File: src/rtl/pc_seq_if.sv
// Controller <-> pc_sequencer strobe and status bundle.
// Master drives the strobes, slave returns the registered address and status.
interface pc_seq_if #(
  parameter int ADDR_W      = 7,
  parameter int OFF_W       = 4,
  parameter int STACK_DEPTH = 4
);
  localparam int DW = $clog2(STACK_DEPTH + 1);

  logic              stall;
  logic              up;
  logic              load;
  logic              branch;
  logic              call;
  logic              ret;
  logic [ADDR_W-1:0] target;
  logic [OFF_W-1:0]  offset;
  logic [ADDR_W-1:0] address;
  logic [DW-1:0]     depth;
  logic              wrap;
  logic              overflow;
  logic              underflow;

  modport master (
    output stall, up, load, branch, call, ret,
    output target, offset,
    input  address, depth, wrap, overflow, underflow
  );

  modport slave (
    input  stall, up, load, branch, call, ret,
    input  target, offset,
    output address, depth, wrap, overflow, underflow
  );
endinterface

File: src/rtl/pc_sequencer.sv
// Program-counter sequencer: increment, jump, relative branch, stall,
// and call/return through a small LIFO return-address stack.
module pc_sequencer #(
  parameter int ADDR_W      = 7,
  parameter int OFF_W       = 4,
  parameter int STACK_DEPTH = 4
) (
  input logic     clk,
  input logic     clear,
  pc_seq_if.slave bus
);
  localparam int DW = $clog2(STACK_DEPTH + 1);
  localparam int IW = (STACK_DEPTH > 1) ? $clog2(STACK_DEPTH) : 1;

  logic [ADDR_W-1:0] stack_q [STACK_DEPTH];
  logic [ADDR_W-1:0] addr_q;
  logic [DW-1:0]     dep_q;
  logic              wrap_q;
  logic              ovf_q;
  logic              unf_q;

  logic [ADDR_W-1:0] sext;
  logic [ADDR_W-1:0] addr_inc;
  logic [IW-1:0]     push_idx;
  logic [IW-1:0]     top_idx;
  logic              full;
  logic              empty;

  assign sext     = ADDR_W'($signed(bus.offset));
  assign addr_inc = addr_q + 1'b1;
  assign push_idx = dep_q[IW-1:0];
  assign top_idx  = IW'(dep_q - 1'b1);
  assign full     = (dep_q == DW'(STACK_DEPTH));
  assign empty    = (dep_q == '0);

  // One action per cycle, highest-priority strobe wins.
  always_ff @(posedge clk) begin
    wrap_q <= 1'b0;
    if (clear) begin
      addr_q <= '0;
      dep_q  <= '0;
      ovf_q  <= 1'b0;
      unf_q  <= 1'b0;
    end else begin
      priority case (1'b1)
        bus.stall: ;
        bus.ret: begin
          if (empty) begin
            unf_q <= 1'b1;
          end else begin
            addr_q <= stack_q[top_idx];
            dep_q  <= dep_q - 1'b1;
          end
        end
        bus.call: begin
          if (full) begin
            ovf_q <= 1'b1;
          end else begin
            stack_q[push_idx] <= addr_inc;
            dep_q             <= dep_q + 1'b1;
            addr_q            <= bus.target;
          end
        end
        bus.load:   addr_q <= bus.target;
        bus.branch: addr_q <= addr_q + sext;
        bus.up: begin
          addr_q <= addr_inc;
          wrap_q <= (addr_q == '1);
        end
        default: ;
      endcase
    end
  end

  assign bus.address   = addr_q;
  assign bus.depth     = dep_q;
  assign bus.wrap      = wrap_q;
  assign bus.overflow  = ovf_q;
  assign bus.underflow = unf_q;
endmodule

File: src/flat_wrapper.sv
// flat-port wrapper written by rule: the top's interface ports become plain ports
module pc_sequencer_flat 
#(
  parameter int ADDR_W      = 7,
  parameter int OFF_W       = 4,
  parameter int STACK_DEPTH = 4
)
  (clk, clear, bus_stall, bus_up, bus_load, bus_branch, bus_call, bus_ret, bus_target, bus_offset, bus_address, bus_depth, bus_wrap, bus_overflow, bus_underflow);
  pc_seq_if #(.ADDR_W(ADDR_W), .OFF_W(OFF_W), .STACK_DEPTH(STACK_DEPTH)) bus_i ();
  input logic clk;
  input logic clear;
  input wire logic [$bits(bus_i.stall)-1:0] bus_stall;
  input wire logic [$bits(bus_i.up)-1:0] bus_up;
  input wire logic [$bits(bus_i.load)-1:0] bus_load;
  input wire logic [$bits(bus_i.branch)-1:0] bus_branch;
  input wire logic [$bits(bus_i.call)-1:0] bus_call;
  input wire logic [$bits(bus_i.ret)-1:0] bus_ret;
  input wire logic [$bits(bus_i.target)-1:0] bus_target;
  input wire logic [$bits(bus_i.offset)-1:0] bus_offset;
  output wire logic [$bits(bus_i.address)-1:0] bus_address;
  output wire logic [$bits(bus_i.depth)-1:0] bus_depth;
  output wire logic [$bits(bus_i.wrap)-1:0] bus_wrap;
  output wire logic [$bits(bus_i.overflow)-1:0] bus_overflow;
  output wire logic [$bits(bus_i.underflow)-1:0] bus_underflow;
  assign bus_i.stall = bus_stall;
  assign bus_i.up = bus_up;
  assign bus_i.load = bus_load;
  assign bus_i.branch = bus_branch;
  assign bus_i.call = bus_call;
  assign bus_i.ret = bus_ret;
  assign bus_i.target = bus_target;
  assign bus_i.offset = bus_offset;
  assign bus_address = bus_i.address;
  assign bus_depth = bus_i.depth;
  assign bus_wrap = bus_i.wrap;
  assign bus_overflow = bus_i.overflow;
  assign bus_underflow = bus_i.underflow;
  pc_sequencer #(.ADDR_W(ADDR_W), .OFF_W(OFF_W), .STACK_DEPTH(STACK_DEPTH)) u_core (.clk(clk), .clear(clear), .bus(bus_i));
endmodule
File: config.mk
export PLATFORM = sky130hd
export DESIGN_NAME = pc_sequencer_flat
export DESIGN_NICKNAME = d
export VERILOG_FILES = /design/src/rtl/pc_seq_if.sv /design/src/rtl/pc_sequencer.sv /design/src/flat_wrapper.sv
export SDC_FILE = /design/constraint.sdc
export NUM_CORES = 1
export LEC_CHECK = 0
export CAP_MARGIN = 5
export CORE_MARGIN = 4
export CORE_UTILIZATION = 40
export CTS_BUF_LIST = sky130_fd_sc_hd__clkbuf_2
export CTS_CLUSTER_SIZE = 16
export DETAILED_ROUTE_END_ITERATION = 16
export PLACE_DENSITY = 0.66
export SLEW_MARGIN = 10
export SYNTH_ARGS = -nofsm -noshare
export SYNTH_HDL_FRONTEND = slang
export SYNTH_SLANG_ARGS = --single-unit
File: constraint.sdc
create_clock -name clk -period 2.3 [get_ports clk]
set_input_delay 0.46 -clock clk [delete_from_list [all_inputs] [get_ports clk]]
set_output_delay 0.46 -clock clk [all_outputs]
set_load 0.01 [all_outputs]
=== After elaboration in Yosys (flattened, before gate mapping) ===
Memory sizes are Yosys's and may differ from the RTL's.
Cells that the tools add are included.

* Mux-type cells: 17
* Bitwise logic cells: 3
* Add/sub/neg operators: 4
* Equal/unequal tests: 5
* Reductions and logical operators: 8

{| class="wikitable"
|+ Operator list
! kind !! number
|-
| $mux 7 || 7
|-
| $mux 3 || 4
|-
| $reduce_and 4->1 || 3
|-
| $add 7x1->7 const B || 1
|-
| $add 7x7->7 || 1
|-
| $eq 7x7->1 const B || 1
|-
| $reduce_or 7->1 || 1
|-
| $mux 1 || 6
|-
| $reduce_bool 5->1 || 1
|-
| $ne 2x2->1 const B || 2
|-
| $add 3x1->3 const B || 1
|-
| $eq 3x3->1 const B || 1
|-
| $logic_not 3->1 || 1
|-
| $ne 3x3->1 const B || 1
|-
| $not 1->1 || 3
|-
| $reduce_and 3->1 || 1
|-
| $sub 3x1->3 const B || 1
|-
| $reduce_bool 2->1 || 1
|}

* Memories kept: 1
* Word-level logic and storage cells: 43
* Register bits: 13
* Bits in writable memories: 28

{| class="wikitable"
|+ Memories
! memory !! words !! width !! rd ports !! clocked after memory_dff !! write ports !! line !! source
|-
| u_core.stack_q || 4 || 7 || 1 || 0 || 1 || pc_sequencer.sv:15 || <nowiki>logic [ADDR_W-1:0] stack_q [STACK_DEPTH];</nowiki>
|}

=== Depth between registers and ports, before layout ===
Gate-level depths: netlist of run 1.

* Depth in word-level cells: 7
* Gate-level depth with buffers: 8
* Gate-level depth less buffers: 8

=== Worst setup path after synthesis of run 1 ===
OpenSTA, ideal clock, no wires.

* Path kind: register -> register
* Start point: reg u_core.dep_q[0], in the netlist u_core.bus.depth[0]
* End point: reg u_core.addr_q[3], in the netlist u_core.bus.address[3]
* Cell stages (with the launch flop): 9
* Path slack: 224 ps
* Data arrival time: 1941 ps
* Clock period less this slack: 2076 ps
* Path through: dfxtp_1 buf_2 inv_1 ha_1 clkbuf_1 mux4_2 nand2_1 o311a_1 nor3_1

* Word-level cells in the longest chain between the ends: 4
* Elaborated cells on any way between the ends: 9

{| class="wikitable"
|+ RTL lines
! element !! line !! source
|-
| start: declaration || pc_sequencer.sv:17 || <nowiki>logic [DW-1:0] dep_q;</nowiki>
|-
| start signal: assignment || pc_sequencer.sv:52 || <nowiki>dep_q <= dep_q - 1'b1;</nowiki>
|-
| start signal: assignment || pc_sequencer.sv:60 || <nowiki>dep_q <= dep_q + 1'b1;</nowiki>
|-
| $sub 3x1->3 || pc_sequencer.sv:32 || <nowiki>assign top_idx = IW'(dep_q - 1'b1);</nowiki>
|-
| $mem_v2 4x7 || -- ||
|-
| $mux 7 || pc_sequencer.sv:48 || <nowiki>if (empty) begin</nowiki>
|-
| $mux 7 || pc_sequencer.sv:45 || <nowiki>priority case (1'b1)</nowiki>
|-
| end signal: assignment || pc_sequencer.sv:51 || <nowiki>addr_q <= stack_q[top_idx];</nowiki>
|-
| end signal: assignment || pc_sequencer.sv:61 || <nowiki>addr_q <= bus.target;</nowiki>
|-
| end signal: assignment || pc_sequencer.sv:64 || <nowiki>bus.load: addr_q <= bus.target;</nowiki>
|-
| end: declaration || pc_sequencer.sv:16 || <nowiki>logic [ADDR_W-1:0] addr_q;</nowiki>
|}

Several ways; a longest one is shown, not always the timed one. The select of a mux whose other input is x is not followed.
A chain may end at the register's enable or synchronous reset.

=== Worst setup path after layout of run 1 ===
* Start point: in bus_offset[0]
* End point: reg u_core.addr_q[4], in the netlist u_core.bus.address[4]

* Word-level cells in the longest chain between the ends: 5

{| class="wikitable"
|+ RTL lines
! element !! line !! source
|-
| start: declaration || flat_wrapper.sv:19 || <nowiki>input wire logic [$bits(bus_i.offset)-1:0] bus_offset;</nowiki>
|-
| $add 7x7->7 || pc_sequencer.sv:65 || <nowiki>bus.branch: addr_q <= addr_q + sext;</nowiki>
|-
| $mux 7 (4 in series) || pc_sequencer.sv:45 ||
|}

No other way between the ends.

==> results of run 1 <==
report_power, final:
part	total [mW]	internal, mW	leakage (nW)	switching, mW
registers	0.871	0.834	0.362	0.0379
logic	0.534	0.280	0.681	0.254
clock network	0.327	0.0778	0.0329	0.250
cell families after synthesis:
kind of cell | count (synthesis)
xor gates and xnor gates | 15
and+or+nand+nor | 54
AOI/OAI and AO/OA | 34
adders and majority gates | 13
buffers and inverters | 14
DFF | 41
muxes | 9
cell usage in the layout (no fill, tap or decap), types with 2 or more instances in the layout:
master	instances
a21oi_1	7
clkdlybuf4s50_1	31
and2_1	4
xnor2_1	9
nor3_1	2
a31oi_1	2
nand3_1	7
and3_1	2
clkinv_4	2
nor2_1	20
a211oi_2	2
o311a_1	2
mux4_2	7
o21ai_0	2
edfxtp_1	28
buf_12	4
a211oi_1	6
xor2_1	6
nand2_1	7
nand2b_1	3
buf_4	23
a221o_1	2
and4b_1	2
dfxtp_1	13
o211ai_1	2
a21o_1	2
ha_1	12
clkbuf_2	5
inv_1	4
how the worst max path moves through the flow:
stage | start | endpoint | slack [ns] | depth (start not counted)
2_1_floorplan | u_core.bus.depth[0]$_SDFFE_PP0P_ | u_core.bus.address[3]$_SDFFE_PP0P_ | 0.22 | 8
3_3_place_gp | bus_offset[0] | u_core.bus.address[4]$_SDFFE_PP0P_ | -0.23 | 9
3_5_place_dp | bus_offset[0] | u_core.bus.address[4]$_SDFFE_PP0P_ | -0.30 | 9
4_1_cts | bus_offset[0] | u_core.bus.address[4]$_SDFFE_PP0P_ | 0.14 | 9
5_1_grt | bus_offset[0] | u_core.bus.address[4]$_SDFFE_PP0P_ | 0.01 | 9
6_report | bus_offset[0] | u_core.bus.address[4]$_SDFFE_PP0P_ | 0.12 | 9
state kept, by name (all words and copies together) (netlist names):
| name | count |
|---|---|
| u_core.bus.depth | 3 |
| u_core.bus.underflow | 1 |
| u_core.bus.wrap | 1 |
| u_core.bus.overflow | 1 |
| u_core.bus.address | 7 |
| u_core.stack_q | 28 |
metal layers:
metal | up-vias | routed length (um) | track usage [%]
met5 | - | 0 | 0
met4 | 0 | 46 | 4.817
met3 | 6 | 258 | 3.471
met2 | 41 | 2348 | 27.22
met1 | 741 | 2234 | 21.89
li1 | 784 | - | -
cell type report:
| type | count | area [um2] | share of cell area [%] |
|---|---|---|---|
| clock inverters | 3 | 22.52 | 0.7905 |
| flip-flops and latches | 41 | 1101 | 38.65 |
| inverters | 5 | 18.77 | 0.6588 |
| well taps | 70 | 87.58 | 3.074 |
| clock buffers | 5 | 25.02 | 0.8783 |
| multi-input cells | 125 | 1031 | 36.19 |
| repair buffers | 58 | 563.0 | 19.76 |
critical path, cell delays in order:
cell	delay [ns]
clkdlybuf4s50_1	0.40
ha_1	0.21
fa_1	0.42
a21oi_1	0.22
o21bai_1	0.11
xor2_1	0.14
a211oi_1	0.09
o311a_1	0.33
nor3_1	0.15
==> flow_metrics.env, run 1 <==
export IMPL_yosysSeqAreaShare_pct=50.03
export IMPL_cts_buffers=5
export IMPL_min_period_ns=2.183
export IMPL_yosys_top_cells_count="edfxtp_1 (28), nor2_1 (20), dfxtp_1 (13)"
export IMPL_clk_path_buf_depth=2
export IMPL_r2r_slack_ns=0.20
export IMPL_hold_path_class="register to register"
export IMPL_ctsResizeCount=0
export IMPL_path_class="input pin to register"
export IMPL_cts_hold_buf=0
export IMPL_area_growth_pct=29.45
export IMPL_synth_edff_count=28
export IMPL_clock_root_buffer="clkbuf_2"
export IMPL_path_clk_slew_ns=0.23
export IMPL_cts_tree="yes"
export IMPL_core_area_um2=5205
export IMPL_fin_cells=307
export IMPL_antenna_found_initial=0
export IMPL_end_kind="register"
export IMPL_fin_area_um2=2849
export IMPL_gp_congestion=0.7942
export IMPL_cp_max_fo=2
export IMPL_port_buffers=31
export IMPL_synth_xor_area_share_pct=5.969
export IMPL_drt_iter0_drc=125
export IMPL_place_hpwl_um=3711
export IMPL_yosysUniqueCellTypes=46
export IMPL_synthMuxAreaShare_pct=8.130
export IMPL_required_ns=2.65
export IMPL_grt_pass1_vias=1701
export IMPL_syn_avg_cell_area_um2=12.23
export IMPL_place_ws_ns=-0.2953
export IMPL_tightest_slew_ns=0.3730
export IMPL_rr_startpoint="u_core.bus.address[0]$_SDFFE_PP0P_"
export IMPL_synth_top_area_share_pct=38.20
export IMPL_hold_violations=0
export IMPL_finalWorstSetupSlack_ns=0.1172
export IMPL_postLayoutCoreUtil_pct=54.74
export IMPL_synth_compound_gate_area_share_pct=12.68
export IMPL_ant_nets=0
export IMPL_initial_core_util_pct=42.28
export IMPL_gr_total_overflow=0
export IMPL_rr_worst_depth=8
export IMPL_min_delay_start="u_core.bus.underflow$_SDFFE_PP0P_"
export IMPL_grt_pass1_wl_um=8286
export IMPL_cap_violations=0
export IMPL_dpl_cell_count=299
export IMPL_cts_sinks=41
export IMPL_insertion_delay_ns=0.40
export IMPL_start_kind="input pin"
export IMPL_final_layout_size_suffix_gt1_share_pct=21.10
export IMPL_outcome="complete, no violations"
export IMPL_final_nets=268
export IMPL_ios=32
export IMPL_power_density_nw_per_um2=608.2
export IMPL_clock_fmax_mhz=458.1
export IMPL_relSlewSlack_pct=74.96
export IMPL_irDropWorstVdd_v=0.0004883
export IMPL_whs_ns=0.4996
export IMPL_finalPower_mw=1.733
export IMPL_timing_rr_end="u_core.bus.address[4]$_SDFFE_PP0P_"
export IMPL_die_h_um=82.18
export IMPL_min_delay_path_depth=2
export IMPL_rows=26
export IMPL_yosys_top_cells_area="edfxtp_1 (38%), dfxtp_1 (12%), mux4_2 (7.2%)"
export IMPL_synth_top_family_by_area="compound AO/OA/AOI/OAI gates"
export IMPL_synthMostInstantiatedCell="edfxtp_1"
export IMPL_finClkSkew_ns=0.02132
export IMPL_track_usage_pct=16.50
export IMPL_final_setup_viol_count=0
export IMPL_period_share_pct=94.90
export IMPL_placedInstanceArea_um2=2801
export IMPL_drc=0
export IMPL_die_w_um=82.18
export IMPL_drt_vias_per_instance=5.121
export IMPL_syn_area_um2=2201
export IMPL_wl_per_cell_um=15.92
export IMPL_grt_max_degree=16
export IMPL_n_antenna_cell=0
export IMPL_vias=1572
export IMPL_ys_ff_latch=41
export IMPL_yosys_area_top_type="edfxtp_1"
export IMPL_syn_num_nets=212
export IMPL_fill_cells=462
export IMPL_ctsHtreeMaxLevel=2
export IMPL_arrival_ns=2.53
export IMPL_p_leak_nw=1.076
export IMPL_rsz0062_at_grt="false"
export IMPL_yosys_area_share_simple_pct=12.34
export IMPL_worst_hold_path_endpoint="u_core.bus.underflow$_SDFFE_PP0P_"
export IMPL_die_area_um2=6753
export IMPL_syn_inst=180
export IMPL_yosys_warnings=0
export IMPL_synth_ff_type="edfxtp_1"
export IMPL_first_pass_iters=4
export IMPL_drv_slew=0
export IMPL_synth_adder_area_share_pct=7.732
export IMPL_finalWirelength_um=4887
export IMPL_setup_tns_final_ns=0
export IMPL_async_reset_ff_share_pct=0
export IMPL_cts_setup_buffers=0
No activity file was read; power rests on OpenSTA's default activity.
==> run 2, diff against run 1 <==
- CORE_MARGIN: 4 -> 3
==> flow_metrics.env, run 2 (synthesis gave the netlist of run 1 again) <==
export IMPL_final_setup_viol_count=0
export IMPL_rows=26
export IMPL_arrival_ns=2.50
export IMPL_hold_violations=0
export IMPL_wl_per_cell_um=15.65
export IMPL_end_kind="register"
export IMPL_antenna_found_initial=0
export IMPL_final_nets=264
export IMPL_area_growth_pct=29.62
export IMPL_largest_reg_flops=28
export IMPL_final_layout_size_suffix_gt1_share_pct=19.74
export IMPL_die_area_um2=6428
export IMPL_gr_total_overflow=0
export IMPL_path_clk_slew_ns=0.20
export IMPL_period_share_pct=94.21
export IMPL_placedInstanceArea_um2=2784
export IMPL_clk_path_buf_depth=2
export IMPL_n_antenna_cell=0
export IMPL_place_hpwl_um=3544
export IMPL_clock_fmax_mhz=461.5
export IMPL_core_area_um2=5205
export IMPL_dpl_cell_count=295
export IMPL_finalWirelength_um=4741
export IMPL_first_pass_iters=4
export IMPL_finalWorstSetupSlack_ns=0.1333
export IMPL_die_w_um=80.18
export IMPL_crit_path_cell_trace="clkdlybuf4s50_1 > ha_1 > fa_1 > a21oi_1 > o21bai_1 > xor2_1 > a211oi_1 > o311a_1 > nor3_1"
export IMPL_outcome="complete, no violations"
export IMPL_cts_hold_buf=0
export IMPL_final_common_cell="clkdlybuf4s50_1"
export IMPL_max_stage_delay_ns=0.42
export IMPL_place_ws_ns=-0.2728
export IMPL_path_class="input pin to register"
export IMPL_required_ns=2.63
export IMPL_drt_iter0_drc=108
export IMPL_final_cell_mix="clkdlybuf4s50_1 (31), edfxtp_1 (28), nor2_1 (20), buf_4 (18), dfxtp_1 (13)"
export IMPL_drc=0
export IMPL_die_h_um=80.18
export IMPL_ctsHtreeMaxLevel=2
export IMPL_ios=32
export IMPL_relSlewSlack_pct=73.70
export IMPL_gp_congestion=0.7862
export IMPL_cts_setup_buffers=0
export IMPL_ctsResizeCount=0
export IMPL_grt_max_degree=16
export IMPL_cap_violations=0
export IMPL_insertion_delay_ns=0.39
export IMPL_grt_pass1_wl_um=7900
export IMPL_min_period_ns=2.167
export IMPL_start_kind="input pin"
export IMPL_power_density_nw_per_um2=639.4
export IMPL_regMostFlops="u_core.stack_q"
export IMPL_setup_tns_final_ns=0
export IMPL_grt_pass1_vias=1647
export IMPL_vias=1567
export IMPL_p_leak_nw=1.070
export IMPL_cts_buffers=5
export IMPL_drt_vias_per_instance=5.172
export IMPL_slowest_stage="fa_1"
export IMPL_tightest_slew_ns=0.3931
export IMPL_cts_tree="yes"
export IMPL_hold_path_class="register to register"
export IMPL_finClkSkew_ns=0.01926
export IMPL_cts_sinks=41
export IMPL_port_buffers=31
export IMPL_clock_root_buffer="clkbuf_2"
export IMPL_irDropWorstVdd_v=0.0002727
export IMPL_initial_core_util_pct=42.28
export IMPL_drv_slew=0
export IMPL_fin_cells=303
export IMPL_rsz0062_at_grt="false"
export IMPL_ant_nets=0
export IMPL_fin_area_um2=2853
export IMPL_track_usage_pct=16.08
export IMPL_cp_max_fo=2
==> run 2: final cells by class <==
cell class              count  area [um2]
well taps                  70       87.58
clock inverters             2       38.79
fillers                   480        2352
multi-input cells         125        1031
clock buffers               6       30.03
inverters                   5       18.77
repair buffers             54       545.5
flip-flops and latches     41        1101
==> run 2: worst paths after layout <==
check                                                        start                                 end  slack, ns  depth (start not counted)
worst max-delay path                                 bus_offset[0]  u_core.bus.address[4]$_SDFFE_PP0P_       0.13                          9
worst max register to register  u_core.bus.address[0]$_SDFFE_PP0P_  u_core.bus.address[4]$_SDFFE_PP0P_       0.24                          8
worst min-delay path             u_core.bus.underflow$_SDFFE_PP0P_   u_core.bus.underflow$_SDFFE_PP0P_       0.50                          2
worst min register to register   u_core.bus.underflow$_SDFFE_PP0P_   u_core.bus.underflow$_SDFFE_PP0P_       0.50                          2
==> run 2: layer usage <==
| layer | vias up | part of all wire (%) | global-route usage, % | wire length [um] |
|---|---|---|---|---|
| met1 | 745 | 47 | 20.85 | 2209 |
| met4 | 0 | 0.36 | 3.209 | 17 |
| li1 | 783 | - | - | - |
| met3 | 2 | 4.4 | 3.587 | 207 |
| met5 | - | 0 | 0 | 0 |
| met2 | 37 | 49 | 27.57 | 2307 |
==> run 2: report_power, final <==
| part | internal, mW | switching (mW) |
|---|---|---|
| Sequential | 0.833 | 0.0389 |
| Combinational | 0.276 | 0.251 |
| Clock | 0.191 | 0.234 |
| Total | 1.30 | 0.524 |
==> run 2: through the flow <==
step	hold WS [ns]	util (%)	power [mW]
global placement	0.4641	53.49	1.414
global route	0.5217	54.81	1.931
detailed placement	0.4609	53.49	1.419
finish	0.5046	54.81	1.824
CTS	0.5119	54.81	1.850
floorplan	0.5047	-	1.203
==> run 2: worst max-delay path: cells and delay by family <==
family | cells | cell delay [ns]
and+or+nand+nor | 1 | 0.15
xor gates and xnor gates | 1 | 0.15
AOI/OAI and AO/OA | 4 | 0.70
adders and majority gates | 2 | 0.63
buffers and inverters | 1 | 0.40
==> run 3, diff against run 2 <==
- clock period: 2.3 -> 2.6 ns (I/O delays scaled with it)
==> flow_metrics.env, run 3 (synthesis gave the netlist of run 1 again) <==
export IMPL_n_antenna_cell=0
export IMPL_drt_vias_per_instance=5.399
export IMPL_ios=32
export IMPL_power_density_nw_per_um2=594.4
export IMPL_multi_input_area_um2=1031
export IMPL_clock_fmax_mhz=454.3
export IMPL_period_share_pct=84.66
export IMPL_end_kind="register"
export IMPL_die_area_um2=6428
export IMPL_finClkSkew_ns=0.02767
export IMPL_crit_path_cell_trace="clkdlybuf4s50_1 > ha_1 > fa_1 > a21oi_1 > o21bai_1 > xor2_1 > a211oi_1 > o311a_1 > nor3_1"
export IMPL_final_cell_mix="clkdlybuf4s50_1 (31), edfxtp_1 (28), nor2_1 (20), dfxtp_1 (13), ha_1 (12)"
export IMPL_largest_reg_flops=28
export IMPL_cpLargestDelayFamily="compound AO/OA/AOI/OAI gates"
export IMPL_first_pass_iters=4
export IMPL_critPathBufInv=1
export IMPL_slowest_stage="clkdlybuf4s50_1"
export IMPL_track_usage_pct=16.65
export IMPL_tightest_slew_ns=0.4699
export IMPL_p_int_mw=1.122
export IMPL_switchingPower_mw=0.4841
export IMPL_seq_area_um2=1101
export IMPL_rows=26
export IMPL_p_comb_share_pct=27.4
export IMPL_pwr_share_seq_pct=48.2
export IMPL_ant_nets=0
export IMPL_outcome="complete, no violations"
export IMPL_final_layout_size_suffix_gt1_share_pct=15.38
export IMPL_clkPwrFrac_pct=24.4
export IMPL_ctsHtreeMaxLevel=2
export IMPL_drc=0
export IMPL_antenna_found_initial=0
export IMPL_postLayoutCoreUtil_pct=51.92
export IMPL_vias=1571
export IMPL_finalWirelength_um=4864
export IMPL_drv_slew=0
export IMPL_fill_cells=485
export IMPL_place_hpwl_um=3496
export IMPL_final_setup_viol_count=0
export IMPL_drt_iter0_drc=130
export IMPL_insertion_delay_ns=0.41
export IMPL_cp_max_fo=2
export IMPL_grt_max_degree=16
export IMPL_regMostFlops="u_core.stack_q"
export IMPL_cts_buffers=5
export IMPL_irDropWorstVdd_v=0.0004404
export IMPL_start_kind="input pin"
export IMPL_min_period_ns=2.201
export IMPL_rsz0062_at_grt="false"
export IMPL_max_stage_delay_ns=0.40
export IMPL_clk_path_buf_depth=2
export IMPL_grt_pass1_wl_um=8190
export IMPL_wl_per_cell_um=16.71
export IMPL_die_w_um=80.18
export IMPL_setup_tns_final_ns=0
export IMPL_area_growth_pct=22.80
export IMPL_gp_congestion=0.7955
export IMPL_clock_root_buffer="clkbuf_2"
export IMPL_grt_pass1_vias=1670
export IMPL_final_common_cell="clkdlybuf4s50_1"
export IMPL_gr_total_overflow=0
export IMPL_hold_path_class="register to register"
export IMPL_initial_core_util_pct=42.28
export IMPL_cts_hold_buf=0
export IMPL_path_class="input pin to register"
export IMPL_p_leak_nw=0.9906
export IMPL_arrival_ns=2.55
export IMPL_cts_sinks=41
export IMPL_finalPower_mw=1.606
export IMPL_relSlewSlack_pct=68.45
export IMPL_ctsResizeCount=0
export IMPL_core_area_um2=5205
export IMPL_die_h_um=80.18
export IMPL_cap_violations=0
export IMPL_required_ns=2.95
export IMPL_path_clk_slew_ns=0.24
export IMPL_port_buffers=31
export IMPL_cts_setup_buffers=0
export IMPL_p_sw_share_pct=30.13
export IMPL_final_nets=252
export IMPL_hold_violations=0
export IMPL_cts_tree="yes"
-- run 3: cell count changes in the layout (fill, tap and decap cells not counted), sizes merged --
cell	previous run	this run
buf	23	11
clkbuf	6	5
clkinvlp	0	1
-- run 3: power groups by stage --
stage / clock, mW / sequential, mW / combinational (mW)
after global routing: 0.435 / 0.780 / 0.482
after global placement: 0 / 0.787 / 0.438
final: 0.392 / 0.774 / 0.441
after CTS: 0.399 / 0.774 / 0.446
after floorplan: 0 / 0.789 / 0.276
after detailed placement: 0 / 0.787 / 0.443
-- run 3: layout make-up --
| type | count | area share (%) |
|---|---|---|
| Multi-Input combinational cell | 125 | 38.15 |
| Clock buffer | 5 | 0.9259 |
| Tap cell | 70 | 3.241 |
| Clock inverter | 3 | 1.713 |
| Sequential cell | 41 | 40.74 |
| Inverter | 5 | 0.6944 |
| Timing Repair Buffer | 42 | 14.54 |
-- run 3: worst paths after layout --
path,startpoint,to,slack (ns),cells past startpoint
setup reg to reg,u_core.bus.address[0]$_SDFFE_PP0P_,u_core.bus.address[4]$_SDFFE_PP0P_,0.47,8
hold / removal,u_core.bus.underflow$_SDFFE_PP0P_,u_core.bus.underflow$_SDFFE_PP0P_,0.50,2
hold reg to reg,u_core.bus.underflow$_SDFFE_PP0P_,u_core.bus.underflow$_SDFFE_PP0P_,0.50,2
setup / recovery,bus_offset[0],u_core.bus.address[4]$_SDFFE_PP0P_,0.40,9
-- run 3: worst register-to-register path, delay by kind of cell (launching register included) --
family / cells / cell delay, ns
AO/OA/AOI/OAI: 4 / 0.74
adder cells (fa/ha/maj): 2 / 0.64
flip-flops: 1 / 0.42
AND/OR/NAND/NOR: 1 / 0.15
XOR/XNOR: 1 / 0.13
-- run 3: stage by stage --
stage / instance area [um2] / std cells / worst slack, ns / hold WS, ns
6_report: 2703 / 291 / 0.3989 / 0.5019
5_1_grt: 2703 / 291 / 0.3090 / 0.5308
4_1_cts: 2703 / 291 / 0.4098 / 0.5074
3_5_place_dp: 2631 / 283 / -0.02875 / 0.4664
3_3_place_gp: 2631 / 283 / 0.03019 / 0.4655
2_1_floorplan: 2201 / 180 / 0.5243 / 0.5047
-- run 3: layer usage --
metal / vias to the layer above / global-route usage (%) / part of all wire [%]
met5: - / 0 / 0
met4: 0 / 3.378 / 0.25
met3: 2 / 4.484 / 5.6
met2: 48 / 27.65 / 48
met1: 769 / 21.85 / 46
li1: 752 / - / -
